**src/rtl/grid_sweep_ctrl_pkg.sv**
```systemverilog
// Shared encodings for the grid sweep controller: sweep modes, FSM states
// and the mapping from a requested mode to the first sweep state.
package grid_sweep_ctrl_pkg;

   typedef enum logic [1:0] {
      MODE_CLEAR = 2'd0,
      MODE_READ  = 2'd1,
      MODE_WRITE = 2'd2,
      MODE_NOP   = 2'd3
   } sweep_mode_t;

   typedef enum logic [2:0] {
      ST_IDLE  = 3'd0,
      ST_CLEAR = 3'd1,
      ST_READ  = 3'd2,
      ST_DRAIN = 3'd3,
      ST_WRITE = 3'd4,
      ST_FIN   = 3'd5
   } sweep_state_t;

   // Wide enough to count the longest supported read latency.
   localparam int DRAIN_CNT_W = 3;

   function automatic sweep_state_t mode_target(input logic [1:0] mode);
      sweep_state_t target;
      case (sweep_mode_t'(mode))
         MODE_CLEAR: target = ST_CLEAR;
         MODE_READ:  target = ST_READ;
         MODE_WRITE: target = ST_WRITE;
         default:    target = ST_FIN;
      endcase
      return target;
   endfunction

endpackage

```
**src/rtl/grid_rd_pipe.sv**
```systemverilog
// Delay line that tracks issued grid reads so that data valid and its address
// line up with the bank q ports RD_LAT cycles later.
module grid_rd_pipe #(
   parameter int AW     = 4,
   parameter int RD_LAT = 2
) (
   input  logic          clk,
   input  logic          rst,
   input  logic          flush,
   input  logic          issue,
   input  logic [AW-1:0] issue_addr,
   output logic          out_valid,
   output logic [AW-1:0] out_addr
);

   logic [RD_LAT-1:0] vld_q;
   logic [AW-1:0]     addr_q [RD_LAT];

   always_ff @(posedge clk or posedge rst) begin
      if (rst) begin
         vld_q <= '0;
         for (int i = 0; i < RD_LAT; i++) addr_q[i] <= '0;
      end else if (flush) begin
         vld_q <= '0;
         for (int i = 0; i < RD_LAT; i++) addr_q[i] <= '0;
      end else begin
         vld_q[0]  <= issue;
         addr_q[0] <= issue_addr;
         for (int i = 1; i < RD_LAT; i++) begin
            vld_q[i]  <= vld_q[i-1];
            addr_q[i] <= addr_q[i-1];
         end
      end
   end

   assign out_valid = vld_q[RD_LAT-1];
   assign out_addr  = vld_q[RD_LAT-1] ? addr_q[RD_LAT-1] : '0;

endmodule

```
**src/rtl/grid_sweep_ctrl.sv**
```systemverilog
// Sweep controller that drives a DIMENSION x DIMENSION array of grid memory
// banks in lockstep through clear, read and streamed-write passes.
module grid_sweep_ctrl
   import grid_sweep_ctrl_pkg::*;
#(
   parameter int GRID_ADDRESS_WIDTH = 4,
   parameter int DIMENSION          = 16,
   parameter int RD_LAT             = 2
) (
   input  logic                          clk,
   input  logic                          rst,
   input  logic                          start,
   input  logic [1:0]                    mode,
   input  logic                          abort,
   output logic                          busy,
   output logic                          done,
   output logic [GRID_ADDRESS_WIDTH-1:0] rd_addr,
   output logic [GRID_ADDRESS_WIDTH-1:0] wr_addr,
   output logic                          wren,
   output logic                          wr_zero,
   input  logic                          in_valid,
   output logic                          in_ready,
   output logic                          out_valid,
   output logic [GRID_ADDRESS_WIDTH-1:0] out_addr,
   output sweep_state_t                  fsm_state
);

   localparam logic [GRID_ADDRESS_WIDTH-1:0] LAST_ADDR = '1;
   localparam logic [DRAIN_CNT_W-1:0] DRAIN_LAST = DRAIN_CNT_W'(RD_LAT - 1);

   if (RD_LAT < 1 || RD_LAT > 4) begin : g_bad_rd_lat
      $error("grid_sweep_ctrl: RD_LAT must be within 1..4");
   end
   if (DIMENSION < 1) begin : g_bad_dimension
      $error("grid_sweep_ctrl: DIMENSION must be at least 1");
   end

   sweep_state_t                  state_q, state_d;
   logic [GRID_ADDRESS_WIDTH-1:0] cnt_q, cnt_d;
   logic [DRAIN_CNT_W-1:0]        drain_q, drain_d;
   logic                          issue;

   always_ff @(posedge clk or posedge rst) begin
      if (rst) begin
         state_q <= ST_IDLE;
         cnt_q   <= '0;
         drain_q <= '0;
      end else begin
         state_q <= state_d;
         cnt_q   <= cnt_d;
         drain_q <= drain_d;
      end
   end

   // Handshake: a write beat moves on any cycle where in_valid and in_ready
   // are both high; in_ready is high for the whole WRITE state and nowhere else.
   always_comb begin
      state_d  = state_q;
      cnt_d    = cnt_q;
      drain_d  = drain_q;
      busy     = (state_q != ST_IDLE);
      done     = 1'b0;
      wren     = 1'b0;
      wr_zero  = 1'b0;
      in_ready = 1'b0;
      rd_addr  = '0;
      wr_addr  = '0;
      issue    = 1'b0;
      case (state_q)
         ST_IDLE: begin
            cnt_d   = '0;
            drain_d = '0;
            if (start) state_d = mode_target(mode);
         end
         ST_CLEAR: begin
            wren    = 1'b1;
            wr_zero = 1'b1;
            wr_addr = cnt_q;
            if (cnt_q == LAST_ADDR) begin
               cnt_d   = '0;
               state_d = ST_FIN;
            end else begin
               cnt_d = cnt_q + 1'b1;
            end
         end
         ST_READ: begin
            rd_addr = cnt_q;
            issue   = 1'b1;
            if (cnt_q == LAST_ADDR) begin
               cnt_d   = '0;
               state_d = ST_DRAIN;
            end else begin
               cnt_d = cnt_q + 1'b1;
            end
         end
         ST_DRAIN: begin
            if (drain_q == DRAIN_LAST) begin
               drain_d = '0;
               state_d = ST_FIN;
            end else begin
               drain_d = drain_q + 1'b1;
            end
         end
         ST_WRITE: begin
            in_ready = 1'b1;
            wr_addr  = cnt_q;
            if (in_valid) begin
               wren = 1'b1;
               if (cnt_q == LAST_ADDR) begin
                  cnt_d   = '0;
                  state_d = ST_FIN;
               end else begin
                  cnt_d = cnt_q + 1'b1;
               end
            end
         end
         ST_FIN: begin
            done    = 1'b1;
            state_d = ST_IDLE;
         end
         default: state_d = ST_IDLE;
      endcase
      // Abort wins over every transition, including a start seen in IDLE.
      if (abort) begin
         state_d = ST_IDLE;
         cnt_d   = '0;
         drain_d = '0;
         done    = 1'b0;
      end
   end

   grid_rd_pipe #(
      .AW     (GRID_ADDRESS_WIDTH),
      .RD_LAT (RD_LAT)
   ) u_rd_pipe (
      .clk        (clk),
      .rst        (rst),
      .flush      (abort),
      .issue      (issue),
      .issue_addr (rd_addr),
      .out_valid  (out_valid),
      .out_addr   (out_addr)
   );

   assign fsm_state = state_q;

endmodule

```
**config.mk**
```make
export PLATFORM = sky130hd
export DESIGN_NAME = grid_sweep_ctrl
export DESIGN_NICKNAME = d
export VERILOG_FILES = /design/src/rtl/grid_sweep_ctrl_pkg.sv /design/src/rtl/grid_rd_pipe.sv /design/src/rtl/grid_sweep_ctrl.sv
export SDC_FILE = /design/constraint.sdc
export NUM_CORES = 1
export LEC_CHECK = 0
export ABC_AREA = 0
export CAP_MARGIN = 20
export CELL_PAD_IN_SITES_DETAIL_PLACEMENT = 1
export CELL_PAD_IN_SITES_GLOBAL_PLACEMENT = 2
export CORE_MARGIN = 2
export CORE_UTILIZATION = 31
export DETAILED_ROUTE_END_ITERATION = 8
export PLACE_DENSITY = 0.88
export SETUP_SLACK_MARGIN = 0.3
export SYNTH_ARGS = -nofsm -noshare
export SYNTH_HDL_FRONTEND = slang
export SYNTH_SLANG_ARGS = --single-unit
```
**constraint.sdc**
```tcl
create_clock -name clk -period 3.4 [get_ports clk]
set_input_delay 0.51 -clock clk [delete_from_list [all_inputs] [get_ports clk]]
set_output_delay 0.51 -clock clk [all_outputs]
set_load 0.02 [all_outputs]
```
==> flow_summary.ini <==
[sta]
whs_ns = 0.475
max_freq_mhz = 357
clock_skew_ns = 0.000475
drv_slew = 0
max_slew_margin = 0.494
grt_setup_unrepaired = false
setup_viol = 0
finalHoldViolCount = 0
worstMarginPinSlew_ns = 0.757
fin_crit_ns = 2.80
post-route-period-util = 0.825
tns_ns = 0

[floorplan]
dieArea_um2 = 4100
coreArea_um2 = 3390
start_util = 0.329
dieHeight_um = 64
ioPinCount = 28
rows = 21
die_w_um = 64

[placed_design]
dp_hpwl_um = 1910
port_buffers = 27
placedCellCount = 182
gp_congestion = 0.759

[setup_path]
reg2regPathDepth = 4
critPathRequiredTime_ns = 2.89
regToRegSetupSlack_ns = 1.61
cp_max_fo = 11
r2r_end = cnt_q[2]
crit_path_start_kind = flip-flop
timing.critical_path.cells = inv_1 -> nor3_1 -> nor2_1 -> nor2b_1 -> clkdlybuf4s50_1
crit_path_max_incr_delay_ns = 0.61
crit_type = reg -> out
crit_slowest_cell = clkdlybuf4s50_1
arrival_ns = 2.29
r2r_start = fsm_state[1]
crit_path_end_kind = output pin

[layout]
fin_cells = 186
n_antenna_cell = 0
area_growth_pct = 31.2
layout.nets = 152
layout_common_cells = clkdlybuf4s50_1 (27), dfrtp_1 (20), nor2b_1 (10)
final_core_util = 0.432
layout_commonest_cell = clkdlybuf4s50_1
final_layout_size_suffix_gt1_frac = 0.0857

[clock_network]
cts_tree = built
cts-root-buf = clkbuf_4
post_cts_buffers = 0
clock_path_buffers = 2
cts.clk_slew.worst_paths_ns = 0.11
h-tree-depth = 1
hold_buffers = 0
cts_buffers = 3
clock-sinks = 20
cts_resized = 0
clock_latency_ns = 0.30

[yosys]
seq_area_frac_synth = 0.448
syn_nets = 126
synth_top_cell_by_area = dfrtp_1
synth_edf_count = 0
yosys-top-cells-area = dfrtp_1 (45%), nor2b_1 (5.6%), and2_1 (5.0%), ha_1 (4.5%), a21oi_1 (3.6%)
ys_types = 34
async_flop_share = 1.00
synth_warnings = 0
avgSynthCellArea_um2 = 9.70
synthCells = 115
synth_top_area_frac = 0.448
synth_flop_cell = dfrtp_1
ys_ff_latch = 20
syn_area_um2 = 1120

[global_routing]
antenna_found_initial = 0
grt_pass1_vias = 965
grt_max_degree = 21
track_usage = 0.138
grt_pass1_wl_um = 4410
grt-ovfl-total = 0

[job]
max_cap_violations = 0

[worst_hold_path]
hold_start = u_rd_pipe.vld_q[0]
hp-class = reg -> reg
worstHoldEndpoint = u_rd_pipe.vld_q[1]
hold_path_depth = 1

[routing]
drc = 0
vias = 930
wl_per_cell_um = 13.7
ant_nets = 0
via_per_inst = 5.00
drt-initial-drc-count = 19
routed_wl_um = 2540
dr.pass1.iters = 3

[power]
peakVddDrop_mv = 0.356
power_uw = 910
power_density_nw_per_um2 = 622
leakagePower_uw = 0.000673

[outcome]
status = finished, final reports clean
## critical path, delay by kind of cell, from the launching register on
kind                   cells  cell delay, ns
buffers and inverters      2            0.80
DFF                        1            0.60
and+or+nand+nor            3            0.60
## how the worst max path moves through the flow
stage | start | to | slack, ns | depth (start not counted)
after floorplan | fsm_state[0] | wr_addr[0] | 1.03 | 5
after global placement | abort | done | 0.80 | 3
after detailed placement | abort | done | 0.79 | 3
after CTS | fsm_state[0] | wr_addr[0] | 0.53 | 5
after global routing | fsm_state[0] | wr_addr[2] | 0.34 | 5
final | fsm_state[0] | wr_addr[0] | 0.60 | 5
## through the flow
step	area [um2]	worst slack (ns)
global placement	1410	0.803
global route	1460	0.336
CTS	1460	0.527
floorplan	1120	1.03
finish	1460	0.595
detailed placement	1410	0.786
## kinds of logic after synthesis
family          count (synthesis)  share of synthesized area
compound gates                 25                      0.155
simple gates                   50                      0.269
xor+xnor                        1                    0.00785
fa+ha+maj                       4                     0.0448
buf+inv                        13                     0.0527
flops                          20                      0.448
mux                             2                     0.0224
## synthesized netlist by cell type, drive strengths merged, types with 2 or more instances
cell    count
and3        5
or2         2
a21o        3
a21oi       8
buf         3
nand2       5
nor2b      10
o21ai       5
clkbuf      3
a22o        2
inv         7
dfrtp      20
nand3       4
nor2        6
ha          4
and2        9
o21bai      2
nor3        3
## state kept, by name, summed over array words and instances (netlist names)
register	flops
u_rd_pipe.addr_q	8
cnt_q	4
drain_q	3
fsm_state	3
u_rd_pipe.vld_q	2
## metal layers
metal / global-route usage / part of all wire / vias to the layer above
li1: - / - / 448
met1: 0.168 / 0.47 / 462
met2: 0.233 / 0.49 / 18
met3: 0.0264 / 0.031 / 2
met4: 0.0652 / 0.011 / 0
met5: 0 / 0 / -
## area by class of cell
type / count / area [um2]
Clock buffer: 3 / 22.5
Clock inverter: 1 / 30.0
Fill cell: 394 / 1930
Inverter: 7 / 26.3
Multi-Input combinational cell: 82 / 557
Sequential cell: 20 / 500
Tap cell: 46 / 57.6
Timing Repair Buffer: 27 / 270
## report_power, final
group | internal, uW | leakage, uW | switching, uW
Combinational | 185 | 0.000369 | 206
Clock | 119 | 0.0000279 | 71.8
Sequential | 262 | 0.000276 | 67.1
Total | 566 | 0.000673 | 345
(Power assumes the default switching activity.)
